[src/rtl/add_multiword_sequencer.sv]
// add_multiword_sequencer
// Streams arbitrarily long operands, least-significant word first, through a
// single N-bit carry-skip adder. The carry is chained between words of a frame
// in a register, and each frame is either an add or a subtract (A-B).
//
// Ports:
//   clk, rst             clock and synchronous active-high reset
//   s_valid / s_ready    operand word handshake
//   s_a, s_b             operand words
//   s_first, s_last      frame delimiters (least / most significant word)
//   s_sub                frame mode, sampled on the frame-start word
//   m_valid / m_ready    result word handshake
//   m_sum                result word
//   m_idx                word index within the frame
//   m_last               final word of the frame
//   m_co                 carry out of this word (subtract: 1 = no borrow)
//   m_ovf                signed overflow, only on the final word
//   m_err                framing error seen on this word

// Combinational carry-skip adder: ripple inside BLK-bit blocks, and a block
// whose bits all propagate forwards its carry-in directly.
module DataFlowCarrySkipAdd #(
    parameter int N   = 32,
    parameter int BLK = 4
) (
    input  logic [N-1:0] a,
    input  logic [N-1:0] b,
    input  logic         ci,
    output logic [N-1:0] c,
    output logic         co
);

    // Bitwise ripple with a per-block skip multiplexer on the block carry.
    always_comb begin
        logic carry_v;
        logic blk_cin_v;
        logic blk_p_v;
        logic p_v;
        c         = {N{1'b0}};
        carry_v   = ci;
        blk_cin_v = ci;
        blk_p_v   = 1'b1;
        p_v       = 1'b0;
        for (int i = 0; i < N; i++) begin
            if ((i % BLK) == 0) begin
                blk_cin_v = carry_v;
                blk_p_v   = 1'b1;
            end else begin
                blk_p_v   = blk_p_v;
            end
            p_v     = a[i] ^ b[i];
            c[i]    = p_v ^ carry_v;
            carry_v = (a[i] & b[i]) | (p_v & carry_v);
            blk_p_v = blk_p_v & p_v;
            if (((i % BLK) == (BLK - 1)) || (i == (N - 1))) begin
                carry_v = blk_p_v ? blk_cin_v : carry_v;
            end else begin
                carry_v = carry_v;
            end
        end
        co = carry_v;
    end

endmodule

module add_multiword_sequencer #(
    parameter int N    = 32,
    parameter int IDXW = 8
) (
    input  logic            clk,
    input  logic            rst,
    input  logic            s_valid,
    output logic            s_ready,
    input  logic [N-1:0]    s_a,
    input  logic [N-1:0]    s_b,
    input  logic            s_first,
    input  logic            s_last,
    input  logic            s_sub,
    output logic            m_valid,
    input  logic            m_ready,
    output logic [N-1:0]    m_sum,
    output logic [IDXW-1:0] m_idx,
    output logic            m_last,
    output logic            m_co,
    output logic            m_ovf,
    output logic            m_err
);

    typedef enum logic {
        ST_IDLE  = 1'b0,
        ST_FRAME = 1'b1
    } state_t;

    state_t          state_r;
    logic            carry_r;
    logic            sub_r;
    logic [IDXW-1:0] idx_r;

    logic            accept_s;
    logic            start_s;
    logic            mode_s;
    logic            ci_s;
    logic            err_s;
    logic [N-1:0]    add_b_s;
    logic [N-1:0]    add_c_s;
    logic            add_co_s;
    logic [IDXW-1:0] idx_next_s;

    // Single output register: a new word fits whenever the current result leaves.
    assign s_ready  = !m_valid || m_ready;
    assign accept_s = s_valid && s_ready;

    // Frame-start detection, framing error and adder operand selection.
    always_comb begin
        start_s    = 1'b0;
        err_s      = 1'b0;
        mode_s     = 1'b0;
        ci_s       = 1'b0;
        idx_next_s = {IDXW{1'b0}};
        // Outside a frame every word starts one; a missing s_first is an error.
        // Inside a frame an unexpected s_first abandons the old frame.
        if (state_r == ST_IDLE) begin
            start_s = 1'b1;
            err_s   = !s_first;
        end else begin
            start_s = s_first;
            err_s   = s_first;
        end
        // A frame start discards the chained carry; subtract seeds ci=1 (+1 of two's complement).
        if (start_s) begin
            mode_s     = s_sub;
            ci_s       = s_sub;
            idx_next_s = {IDXW{1'b0}};
        end else begin
            mode_s     = sub_r;
            ci_s       = carry_r;
            idx_next_s = idx_r + IDXW'(1);
        end
        add_b_s = s_b ^ {N{mode_s}};
    end

    DataFlowCarrySkipAdd #(
        .N   (N),
        .BLK (4)
    ) u_adder (
        .a  (s_a),
        .b  (add_b_s),
        .ci (ci_s),
        .c  (add_c_s),
        .co (add_co_s)
    );

    // Frame FSM, carry chain and result register; everything holds under backpressure.
    always_ff @(posedge clk) begin
        if (rst) begin
            state_r <= ST_IDLE;
            carry_r <= 1'b0;
            sub_r   <= 1'b0;
            idx_r   <= {IDXW{1'b0}};
            m_valid <= 1'b0;
            m_sum   <= {N{1'b0}};
            m_idx   <= {IDXW{1'b0}};
            m_last  <= 1'b0;
            m_co    <= 1'b0;
            m_ovf   <= 1'b0;
            m_err   <= 1'b0;
        end else if (accept_s) begin
            sub_r   <= mode_s;
            carry_r <= add_co_s;
            idx_r   <= idx_next_s;
            m_valid <= 1'b1;
            m_sum   <= add_c_s;
            m_idx   <= idx_next_s;
            m_last  <= s_last;
            m_co    <= add_co_s;
            m_ovf   <= s_last && (s_a[N-1] == add_b_s[N-1]) && (add_c_s[N-1] != s_a[N-1]);
            m_err   <= err_s;
            case (s_last)
                1'b1:    state_r <= ST_IDLE;
                1'b0:    state_r <= ST_FRAME;
                default: state_r <= ST_IDLE;
            endcase
        end else if (m_valid && m_ready) begin
            m_valid <= 1'b0;
        end else begin
            m_valid <= m_valid;
        end
    end

endmodule

[config.mk]
export PLATFORM = sky130hd
export DESIGN_NAME = add_multiword_sequencer
export DESIGN_NICKNAME = d
export VERILOG_FILES = /design/src/rtl/add_multiword_sequencer.sv
export SDC_FILE = /design/constraint.sdc
export NUM_CORES = 1
export LEC_CHECK = 0
export ABC_AREA = 1
export CELL_PAD_IN_SITES_DETAIL_PLACEMENT = 1
export CELL_PAD_IN_SITES_GLOBAL_PLACEMENT = 1
export CORE_UTILIZATION = 34
export DETAILED_ROUTE_END_ITERATION = 8
export PLACE_DENSITY = 0.8
export SLEW_MARGIN = 40
export SYNTH_ARGS = -nofsm -noshare
export SYNTH_HDL_FRONTEND = slang
export SYNTH_HIERARCHICAL = 1
export SYNTH_SLANG_ARGS = --single-unit
[constraint.sdc]
create_clock -name clk -period 23.9 [get_ports clk]
set_clock_uncertainty 0.1 [all_clocks]
set_input_delay 3.585 -clock clk [delete_from_list [all_inputs] [get_ports clk]]
set_output_delay 3.585 -clock clk [all_outputs]
set_load 0.02 [all_outputs]
==> flow_metrics.py, run 1 <==
metrics = {
    "timing": {
        "final.setup.worst_slack_ps": 3246,
        "final_max_slew_viol_count": 0,
        "relSlewSlack_pct": 51.14,
        "max_freq_mhz": 48.42,
        "rsz0062_at_grt": "no",
        "final_min_period_over_clock_period_pct": 86.42,
        "worstMarginPinSlew_ps": 731.8,
        "setup-violations-final": 0,
        "hold_viol_final": 0,
        "totalNegativeSetupSlack_ps": 0,
        "finalCriticalPeriod_ps": 20650,
    },
    "clock_tree": {
        "clock-root-buffer": "sky130_fd_sc_hd__clkbuf_8",
        "worst_skew_pair.late_latency_ps": 300,
        "cts_tree": "done",
        "cts_hold_buf": 0,
        "cts.reportedPaths.clkPinSlew_ps": 100,
        "post-cts-setup-buffers": 0,
        "max-clock-path-buffers": 2,
        "numCtsBuffers": 5,
        "cts_max_level": 2,
        "numClockSinks": 47,
        "cts_repair_resize_count": 0,
    },
    "setup_path": {
        "crit_path_max_fanout": 33,
        "worst_path_largest_cell_delay_ps": 460,
        "worst-r2r-setup-slack_ps": 6680,
        "r2r-end": "m_ovf",
        "timing.rr.start": "state_r",
        "critPathCaptureType": "register",
        "worstPathRequired_ps": 24040,
        "critical_path.slowest_cell": "sky130_fd_sc_hd__clkdlybuf4s50_1",
        "critical_path_arrival_ps": 20790,
        "cp_common_cell": "sky130_fd_sc_hd__fa_1",
        "number_of_cells_traversed_by_the_worst_register_to_register_path": 61,
        "worstSetupStartpointType": "input port",
        "timing_worst_setup_path_type": "in -> reg",
    },
    "power_and_ir_drop": {
        "part_of_the_power_in_registers_pct": 36.6,
        "power_switching_share_pct": 35.45,
        "power_switching_uw": 88.12,
        "power.static_leakage_uw": 0.002048,
        "power.density_nw_per_um2": 51.79,
        "max-vdd-ir-drop_mv": 0.02399,
        "intPower_uw": 160.4,
        "power_frac_comb_pct": 42.9,
        "power_share_of_the_clock_group_pct": 20.6,
    },
    "hold_path": {
        "hold-path-cell-count": 2,
        "hold_end": "m_ovf",
        "min_path_type": "reg -> reg",
        "hold_wc_startpoint": "m_ovf",
    },
    "placement": {
        "post-place-ws_ps": 2865,
        "portBuffers": 116,
        "place_hpwl_mm": 6.965,
        "gpl.final_weighted_congestion": 0.7415,
    },
    "layout": {
        "num_antenna_cells": 0,
        "design.final.nets": 637,
        "layout_commonest_cell": "sky130_fd_sc_hd__clkdlybuf4s50_1",
        "synthToLayoutAreaGrowth_pct": 38.08,
        "fillCellCount": 1205,
        "post_route_cells_drive_above_1_share_pct": 6.786,
        "final_cell_mix": "sky130_fd_sc_hd__clkdlybuf4s50_1 (116), sky130_fd_sc_hd__nor2_1 (78), sky130_fd_sc_hd__dfxtp_1 (47), sky130_fd_sc_hd__o21ai_0 (39), sky130_fd_sc_hd__ha_1 (34)",
        "ff_latch_area_um2": 940.9,
        "multi_input_combinational_cell_area_um2": 2316,
    },
    "synthesis": {
        "synth_sequential_area_ratio_pct": 27.07,
        "synth_seq_cells": 47,
        "ys.warnings.count": 6,
        "count_of_different_cell_masters_after_synthesis": 32,
        "synthesized_netlist_net_count": 529,
        "post_synth_instance_area_um2": 3476,
        "synth_area_per_cell_um2": 8.867,
        "synthesis.instances": 392,
    },
    "drt": {
        "detailedRoute.firstPassIterationCount": 4,
        "drt_first_iter_violations": 38,
        "vias": 2901,
        "detail-route-antenna-nets": 0,
        "wl_mm": 8.589,
        "route.detailed.wl_per_inst_um": 13.55,
        "post-route-drc-count": 0,
        "viasPerCell": 4.576,
    },
    "grt": {
        "antenna_found_initial": 0,
        "grt_use_met1_pct": 18.06,
        "first_global_vias": 3102,
        "groute.layer.met3.usage_pct": 4.000,
        "grt_util_met2_pct": 33.03,
        "grt-busiest-layer": "met2",
        "globalRoute.totalOverflow": 0,
        "grt_pass1_wl_mm": 13.74,
        "largest_net_degree_at_the_start_of_global_routing": 45,
        "track_usage_pct": 16.78,
    },
    "run_status": {
        "run_status": "completed",
    },
    "floorplanning": {
        "chipWidth_um": 103.1,
        "num_rows": 36,
        "die_height_um": 103.1,
        "die_area_um2": 10630,
        "floorplan.initialDensity_pct": 35.40,
        "placeable_core_region_um2": 9819,
        "ioPinCount": 117,
    },
    "job": {
        "cap_violations": 0,
    },
}
worst max-delay path: cells and delay by family:
family,cells,cell delay (ps)
buffers and inverters,9,1000
AND/OR/NAND/NOR,17,3070
adder cells (fa/ha/maj),33,12560
AO/OA/AOI/OAI,3,410
XOR/XNOR,1,170
kinds of logic (layout without fill, tap and decap cells):
kind of cell    Yosys count  count (layout)  synth area share [%]
compound gates           50              50                 7.920
xor+xnor                 31              31                 7.811
fa+ha+maj                66              66                 30.67
buf+inv                  47             156                 6.299
simple gates            151             151                 20.23
flops                    47              47                 27.07
sequential cells by signal, indices dropped and copies added (netlist names):
signal and cells:
m_sum 32, m_ovf 1, m_err 1, carry_r 1, m_last 1, idx_r 8, m_valid 1, state_r 1
sub_r 1
synthesized netlist by cell type:
cell / count / area (um^2)
sky130_fd_sc_hd__nor2_1: 78 / 292.8
sky130_fd_sc_hd__dfxtp_1: 47 / 940.9
sky130_fd_sc_hd__o21ai_0: 39 / 195.2
sky130_fd_sc_hd__ha_1: 34 / 425.4
sky130_fd_sc_hd__fa_1: 32 / 640.6
sky130_fd_sc_hd__xor2_1: 31 / 271.5
sky130_fd_sc_hd__inv_1: 29 / 108.9
sky130_fd_sc_hd__nand2_1: 27 / 101.4
sky130_fd_sc_hd__nand3_1: 11 / 55.05
sky130_fd_sc_hd__a21oi_1: 6 / 30.03
sky130_fd_sc_hd__buf_2: 6 / 30.03
sky130_fd_sc_hd__nand3_2: 6 / 60.06
sky130_fd_sc_hd__nand4_1: 6 / 37.54
sky130_fd_sc_hd__nand2_2: 5 / 31.28
sky130_fd_sc_hd__and2_1: 4 / 25.02
sky130_fd_sc_hd__buf_6: 4 / 45.04
sky130_fd_sc_hd__or2_2: 4 / 25.02
sky130_fd_sc_hd__clkbuf_1: 3 / 11.26
sky130_fd_sc_hd__inv_2: 3 / 11.26
sky130_fd_sc_hd__nand2_4: 2 / 22.52
sky130_fd_sc_hd__nor2_2: 2 / 12.51
sky130_fd_sc_hd__nor3_1: 2 / 10.01
sky130_fd_sc_hd__or2_1: 2 / 12.51
sky130_fd_sc_hd__a31oi_1: 1 / 6.260
sky130_fd_sc_hd__and2_2: 1 / 7.510
sky130_fd_sc_hd__buf_4: 1 / 7.510
sky130_fd_sc_hd__clkbuf_2: 1 / 5.000
sky130_fd_sc_hd__nor3_2: 1 / 10.01
sky130_fd_sc_hd__o21ai_2: 1 / 8.760
sky130_fd_sc_hd__o21ai_4: 1 / 16.27
sky130_fd_sc_hd__o21bai_1: 1 / 7.510
sky130_fd_sc_hd__o21bai_2: 1 / 11.26
worst max-delay path by stage:
stage / endpoint / from / cells past startpoint / slack (ps)
floorplan: m_ovf / s_first / 62 / 4740
global route: m_ovf / s_first / 63 / 2520
global placement: m_ovf / s_first / 63 / 3440
detailed placement: m_ovf / s_first / 63 / 2870
finish: m_ovf / s_first / 63 / 3250
CTS: m_ovf / s_first / 63 / 3160
power by group through the flow:
stage / Clock (uW) / Combinational (uW) / Sequential, uW
floorplan: 0 / 53.9 / 102
global placement: 0 / 103 / 92.6
detailed placement: 0 / 108 / 93.0
CTS: 53.3 / 109 / 91.1
global route: 56.4 / 121 / 92.2
finish: 51.1 / 107 / 90.9
layer usage:
metal | up-vias | wire, um
met1 | 1382 | 3439
met5 | - | 0
met2 | 78 | 4537
met3 | 4 | 562
met4 | 0 | 50
li1 | 1437 | -
per-stage QoR:
step / cell area (um^2) / utilization [%] / hold WS, ps / instances / total power [uW]
2_1_floorplan: 3476 / - / 378.7 / 392 / 156.2
3_3_place_gp: 4705 / 47.91 / 361.0 / 626 / 195.8
3_5_place_dp: 4705 / 47.91 / 360.2 / 626 / 201.4
4_1_cts: 4800 / 48.88 / 374.6 / 634 / 253.3
5_1_grt: 4800 / 48.88 / 407.3 / 634 / 269.6
6_report: 4800 / 48.88 / 372.9 / 634 / 248.6
area by class of cell:
type | instances | share of cell area, %
Multi-Input combinational cell | 298 | 48.25
Timing Repair Buffer | 116 | 24.19
Tap cell | 133 | 3.467
Sequential cell | 47 | 19.60
Inverter | 32 | 2.503
Clock buffer | 7 | 1.799
Clock inverter | 1 | 0.1825
Note: power is estimated with default switching activity, not from simulation.
==> run 2, diff against run 1 <==
--- a/config.mk
+++ b/config.mk
@@ -10,9 +10,9 @@
 export CELL_PAD_IN_SITES_GLOBAL_PLACEMENT = 1
 export CORE_UTILIZATION = 34
 export DETAILED_ROUTE_END_ITERATION = 8
-export PLACE_DENSITY = 0.8
+export GPL_ROUTABILITY_DRIVEN = 0
+export PLACE_DENSITY = 0.81
 export SLEW_MARGIN = 40
 export SYNTH_ARGS = -nofsm -noshare
 export SYNTH_HDL_FRONTEND = slang
-export SYNTH_HIERARCHICAL = 1
 export SYNTH_SLANG_ARGS = --single-unit
==> run 2 against run 1 <==
Register-to-register slack improved by 170 ps. Power fell by 0.85%. Sequential share of layout area fell by 0.20 points. Cell area rose by 1.0%. Maximum frequency rose by 0.62%. Synthesized area fell by 0.18%. Utilization rose by 0.50 points. Combinational power barely moved. Critical endpoint unchanged. Die area fell by 0.17%. First-iteration DRC count rose by 5.3%. Sequential power rose by 1%. Critical path type unchanged.
==> flow_metrics.py, run 2 <==
metrics = {
    "drt": {
        "wl_mm": 8.615,
        "detail-route-antenna-nets": 0,
        "route.detailed.wl_per_inst_um": 13.34,
        "post-route-drc-count": 0,
        "detailedRoute.firstPassIterationCount": 4,
        "vias": 2906,
        "viasPerCell": 4.498,
        "drt_first_iter_violations": 40,
    },
    "floorplanning": {
        "floorplan.initialDensity_pct": 35.33,
        "ioPinCount": 117,
        "num_rows": 36,
        "chipWidth_um": 103.0,
        "die_area_um2": 10610,
        "placeable_core_region_um2": 9819,
        "die_height_um": 103.0,
    },
    "clock_tree": {
        "cts_max_level": 2,
        "clock-root-buffer": "sky130_fd_sc_hd__clkbuf_8",
        "post-cts-setup-buffers": 0,
        "worst_skew_pair.late_latency_ps": 300,
        "cts.reportedPaths.clkPinSlew_ps": 90,
        "cts_hold_buf": 0,
        "cts_repair_resize_count": 0,
        "max-clock-path-buffers": 2,
        "numCtsBuffers": 5,
        "cts_tree": "done",
        "numClockSinks": 47,
    },
    "power_and_ir_drop": {
        "power.density_nw_per_um2": 50.83,
        "power_switching_uw": 88.06,
        "power_share_of_the_clock_group_pct": 19.3,
        "max-vdd-ir-drop_mv": 0.02518,
        "power_switching_share_pct": 35.73,
        "part_of_the_power_in_registers_pct": 37.3,
        "intPower_uw": 158.4,
        "power.static_leakage_uw": 0.002124,
        "power_frac_comb_pct": 43.4,
    },
    "timing": {
        "final_max_slew_viol_count": 0,
        "worst_hold_slack_ps": 400.6,
        "worstMarginPinSlew_ps": 746.9,
        "final_min_period_over_clock_period_pct": 85.88,
        "relSlewSlack_pct": 49.90,
        "rsz0062_at_grt": "no",
        "totalNegativeSetupSlack_ps": 0,
        "setup-violations-final": 0,
        "max_freq_mhz": 48.72,
        "hold_viol_final": 0,
        "finalCriticalPeriod_ps": 20530,
    },
    "layout": {
        "top_register": "m_sum",
        "multi_input_combinational_cell_area_um2": 2163,
        "layout_commonest_cell": "sky130_fd_sc_hd__clkdlybuf4s50_1",
        "num_antenna_cells": 0,
        "ff_latch_area_um2": 940.9,
        "synthToLayoutAreaGrowth_pct": 39.74,
        "post_route_cells_drive_above_1_share_pct": 5.848,
        "layoutNonFillerInstCount": 646,
        "reg.largest.list": "m_sum (32), idx_r (8)",
        "design.final.nets": 649,
        "final_cell_mix": "sky130_fd_sc_hd__clkdlybuf4s50_1 (116), sky130_fd_sc_hd__inv_1 (80), sky130_fd_sc_hd__dfxtp_1 (47), sky130_fd_sc_hd__o21ai_0 (40), sky130_fd_sc_hd__a21oi_1 (39)",
        "finish.utilization_pct": 49.38,
        "largest_register_ffs": 32,
        "fillCellCount": 1194,
    },
    "synthesis": {
        "synthDominantCellAreaShare_pct": 27.12,
        "synthesis.instances": 401,
        "synth_area_per_cell_um2": 8.652,
        "synth_seq_cells": 47,
        "post_synth_instance_area_um2": 3470,
        "count_of_different_cell_masters_after_synthesis": 27,
        "synth_common_cells": "sky130_fd_sc_hd__inv_1 (80), sky130_fd_sc_hd__dfxtp_1 (47), sky130_fd_sc_hd__o21ai_0 (40)",
        "synthMostInstantiatedCell": "sky130_fd_sc_hd__inv_1",
        "yosys-top-cells-area": "sky130_fd_sc_hd__dfxtp_1 (27%), sky130_fd_sc_hd__fa_1 (18%), sky130_fd_sc_hd__ha_1 (12%), sky130_fd_sc_hd__inv_1 (8.7%), sky130_fd_sc_hd__xnor2_1 (8.1%)",
        "synth.largest_area_cell": "sky130_fd_sc_hd__dfxtp_1",
        "synth_sequential_area_ratio_pct": 27.12,
        "synthesized_netlist_net_count": 538,
        "synth_async_sr_flop_share_pct": 0,
        "ys.warnings.count": 0,
        "synth_flop_cell": "sky130_fd_sc_hd__dfxtp_1",
        "synth-edff-count": 0,
    },
    "setup_path": {
        "critical_path_arrival_ps": 20660,
        "timing_worst_setup_path_type": "in -> reg",
        "timing.rr.start": "state_r",
        "worstPathRequired_ps": 24040,
        "worst-r2r-setup-slack_ps": 6850,
        "critPathCaptureType": "register",
        "number_of_cells_traversed_by_the_worst_register_to_register_path": 58,
        "worst_path_largest_cell_delay_ps": 460,
        "r2r-end": "m_ovf",
        "crit_path_max_fanout": 33,
        "critical_path.slowest_cell": "sky130_fd_sc_hd__clkdlybuf4s50_1",
        "worstSetupStartpointType": "input port",
        "cp_common_cell": "sky130_fd_sc_hd__fa_1",
    },
    "placement": {
        "portBuffers": 116,
        "place_hpwl_mm": 7.189,
        "placedCellCount": 638,
    },
    "grt": {
        "grt_pass1_wl_mm": 13.63,
        "track_usage_pct": 16.63,
        "globalRoute.totalOverflow": 0,
        "antenna_found_initial": 1,
        "first_global_vias": 3102,
        "largest_net_degree_at_the_start_of_global_routing": 38,
    },
    "job": {
        "cap_violations": 0,
    },
    "run_status": {
        "run_status": "completed",
    },
    "hold_path": {
        "min_path_type": "reg -> reg",
        "hold_wc_startpoint": "state_r",
        "hold_end": "state_r",
        "hold-path-cell-count": 2,
    },
}
[run 2: cell types whose count changed after synthesis, sizes merged, moves of 9 or more]
cell,before,now
nor2,80,20
inv,32,81
a21oi,6,40
xnor2,0,32
xor2,31,0
nand3,17,8
[run 2: worst max path at each step]
stage / startpoint / end / slack, ps / cells past startpoint
finish: s_first / m_ovf / 3370 / 60
global placement: s_first / m_ovf / 3490 / 60
floorplan: s_first / m_ovf / 4620 / 58
detailed placement: s_first / m_ovf / 3110 / 60
global route: s_first / m_ovf / 2720 / 60
CTS: s_first / m_ovf / 3310 / 60
[run 2: power by group through the flow]
stage	clock, uW	combinational (uW)	sequential [uW]
final	47.5	107	92.0
after CTS	49.1	110	92.1
after detailed placement	0	109	93.7
after floorplan	0	54.6	102
after global routing	53.0	121	93.0
after global placement	0	104	93.6
[run 2: cell type report]
class	count	area share [%]
multi-input cells	257	44.62
repair buffers	118	24.26
flip-flops and latches	47	19.41
inverters	83	6.452
well taps	133	3.432
clock buffers	5	1.419
clock inverters	3	0.4129
[run 2: cell families (layout without fill, tap and decap cells)]
kind of cell	after synthesis	count (layout)	share of synthesized area (%)
AO/OA/AOI/OAI	82	82	12.04
buffers and inverters	97	209	10.75
AND/OR/NAND/NOR	77	77	11.29
flip-flops	47	47	27.12
adder cells (fa/ha/maj)	66	66	30.72
XOR/XNOR	32	32	8.078
[run 2: worst max-delay path, delay by kind of cell]
kind	cells	cell delay [ps]
adder cells (fa/ha/maj)	33	12770
AND/OR/NAND/NOR	13	2100
buffers and inverters	7	1280
AO/OA/AOI/OAI	6	670
XOR/XNOR	1	200
[run 2: through the flow]
step	power, uW	setup slack (ps)	area (um^2)
finish	246.5	3374	4848
global route	267.1	2722	4848
CTS	251.1	3314	4848
detailed placement	202.4	3109	4760
global placement	197.6	3492	4758
floorplan	156.7	4620	3470
[run 2: layer usage]
layer | GRT usage (%) | up-vias | wire, um
met4 | 4.984 | 2 | 109
li1 | - | 1445 | -
met5 | 0 | - | 12
met3 | 2.237 | 10 | 306
met2 | 33.79 | 63 | 4833
met1 | 17.44 | 1386 | 3352
==> run 3, diff against run 2 <==
--- a/config.mk
+++ b/config.mk
@@ -8,11 +8,14 @@
 export ABC_AREA = 1
 export CELL_PAD_IN_SITES_DETAIL_PLACEMENT = 1
 export CELL_PAD_IN_SITES_GLOBAL_PLACEMENT = 1
-export CORE_UTILIZATION = 34
+export CORE_MARGIN = 1.5
+export CORE_UTILIZATION = 47
 export DETAILED_ROUTE_END_ITERATION = 8
+export DONT_BUFFER_PORTS = 1
 export GPL_ROUTABILITY_DRIVEN = 0
-export PLACE_DENSITY = 0.81
+export PLACE_DENSITY = 0.8
 export SLEW_MARGIN = 40
 export SYNTH_ARGS = -nofsm -noshare
 export SYNTH_HDL_FRONTEND = slang
 export SYNTH_SLANG_ARGS = --single-unit
+export TNS_END_PERCENT = 20
==> run 3 against run 2 <==
Critical path depth down 2. Clock-buffer cell count unchanged. Cell area fell by 25%. Non-clock buffer count is 116 lower. Final cell count down 23%. Sequential power up 12%. Global-route usage is 4.1 points higher. First-iteration DRC count down 20%. Critical path type unchanged. Critical endpoint unchanged. Largest power group is now registers.
==> flow_metrics.py, run 3 (synthesis results as in run 2) <==
metrics = {
    "run_status": {
        "run_status": "completed",
    },
    "floorplanning": {
        "chipWidth_um": 88.92,
        "placeable_core_region_um2": 7214,
        "floorplan.initialDensity_pct": 48.09,
        "die_area_um2": 7907,
        "ioPinCount": 117,
        "num_rows": 31,
        "die_height_um": 88.92,
    },
    "grt": {
        "antenna_found_initial": 0,
        "first_global_vias": 2704,
        "largest_net_degree_at_the_start_of_global_routing": 47,
        "globalRoute.totalOverflow": 0,
        "track_usage_pct": 20.72,
        "grt_pass1_wl_mm": 12.45,
    },
    "setup_path": {
        "count_of_buffering_cells_on_the_critical_path_with_inverters_included": 6,
        "critical_path_arrival_ps": 19990,
        "worst_path_largest_cell_delay_ps": 470,
        "worstSetupStartpointType": "input port",
        "critical_path.slowest_cell": "sky130_fd_sc_hd__buf_4",
        "timing_worst_setup_path_type": "in -> reg",
        "critPathCaptureType": "register",
        "cp_common_cell": "sky130_fd_sc_hd__fa_1",
        "worstPathRequired_ps": 24020,
        "cpLargestDelayFamily": "adder cells",
        "crit_path_max_fanout": 32,
    },
    "layout": {
        "final_cell_mix": "sky130_fd_sc_hd__inv_1 (80), sky130_fd_sc_hd__dfxtp_1 (47), sky130_fd_sc_hd__o21ai_0 (40), sky130_fd_sc_hd__a21oi_1 (39), sky130_fd_sc_hd__ha_1 (34)",
        "largest_register_ffs": 32,
        "layout_commonest_cell": "sky130_fd_sc_hd__inv_1",
        "post_route_cells_drive_above_1_share_pct": 7.557,
        "reg.largest.list": "m_sum (32), idx_r (8)",
        "top_register": "m_sum",
        "num_antenna_cells": 0,
        "finish.utilization_pct": 50.52,
        "fillCellCount": 873,
        "synthToLayoutAreaGrowth_pct": 5.049,
        "multi_input_combinational_cell_area_um2": 2163,
        "ff_latch_area_um2": 940.9,
        "design.final.nets": 533,
    },
    "timing": {
        "rsz0062_at_grt": "no",
        "setup-violations-final": 0,
        "hold_viol_final": 0,
        "relSlewSlack_pct": 60.01,
        "totalNegativeSetupSlack_ps": 0,
        "max_freq_mhz": 50.33,
        "final_max_slew_viol_count": 0,
        "worstMarginPinSlew_ps": 595.8,
        "finalCriticalPeriod_ps": 19870,
        "final_min_period_over_clock_period_pct": 83.14,
    },
    "clock_tree": {
        "worst_skew_pair.late_latency_ps": 300,
        "max-clock-path-buffers": 2,
        "cts_max_level": 2,
        "clock-root-buffer": "sky130_fd_sc_hd__clkbuf_8",
        "cts.reportedPaths.clkPinSlew_ps": 90,
        "post-cts-setup-buffers": 0,
        "cts_repair_resize_count": 0,
        "cts_tree": "done",
        "numCtsBuffers": 5,
        "cts_hold_buf": 0,
        "numClockSinks": 47,
    },
    "power_and_ir_drop": {
        "power.density_nw_per_um2": 61.06,
        "power.static_leakage_uw": 0.001684,
        "max-vdd-ir-drop_mv": 0.02344,
    },
    "drt": {
        "wl_mm": 7.903,
        "post-route-drc-count": 0,
        "detail-route-antenna-nets": 0,
        "detailedRoute.firstPassIterationCount": 4,
        "route.detailed.wl_per_inst_um": 15.93,
        "drt_first_iter_violations": 32,
        "viasPerCell": 5.065,
        "vias": 2512,
    },
    "placement": {
        "portBuffers": 0,
        "place_hpwl_mm": 6.389,
    },
    "job": {
        "cap_violations": 0,
    },
    "hold_path": {
        "min_path_type": "reg -> reg",
    },
}
-- run 3: area by class of cell --
cell class	count	area share [%]
Inverter	83	8.582
Tap cell	99	3.399
Multi-Input combinational cell	257	59.35
Sequential cell	47	25.82
Timing Repair Buffer	2	0.4119
Clock inverter	3	0.5493
Clock buffer	5	1.888
-- run 3: through the flow --
stage	cell area, um^2	setup slack [ps]	std cells	power [uW]	hold WS [ps]
6_report	3645	4030	496	222.5	373.9
3_5_place_dp	3556	3648	488	176.6	358.1
4_1_cts	3645	3924	496	226.3	372.8
5_1_grt	3645	3180	496	239.9	401.6
2_1_floorplan	3470	4620	401	156.7	343.0
3_3_place_gp	3555	4102	488	169.5	356.9
-- run 3: path summary, 6_finish.rpt --
| path | start | depth (start not counted) | endpoint | slack (ps) |
|---|---|---|---|---|
| hold reg to reg | state_r | 2 | state_r | 370 |
| setup reg to reg | state_r | 57 | m_ovf | 7020 |
| setup / recovery | s_first | 58 | m_ovf | 4030 |
| hold / removal | state_r | 2 | state_r | 370 |
-- run 3: per-layer routing --
layer,vias up,part of all wire [%],global-route usage [%]
met5,-,0,0
met2,75,55,39.67
met4,0,1.7,5.966
met1,1215,37,22.46
li1,1211,-,-
met3,11,6.1,5.078
-- run 3: report_power, final --
group	internal [uW]	total (uW)	leakage (uW)	switching, uW
registers	86.7	103	0.000389	16.0
logic	29.6	70.6	0.00126	41.1
clock network	20.4	49.3	0.0000402	28.8
total	137	223	0.00168	85.8
-- run 3: worst reg2reg max path: cells and delay by family (launching register included) --
kind            cells  cell delay [ps]
xor+xnor            1              220
fa+ha+maj          32            12540
compound gates      6              690
simple gates       13             2120
buf+inv             5              810
flops               1              330
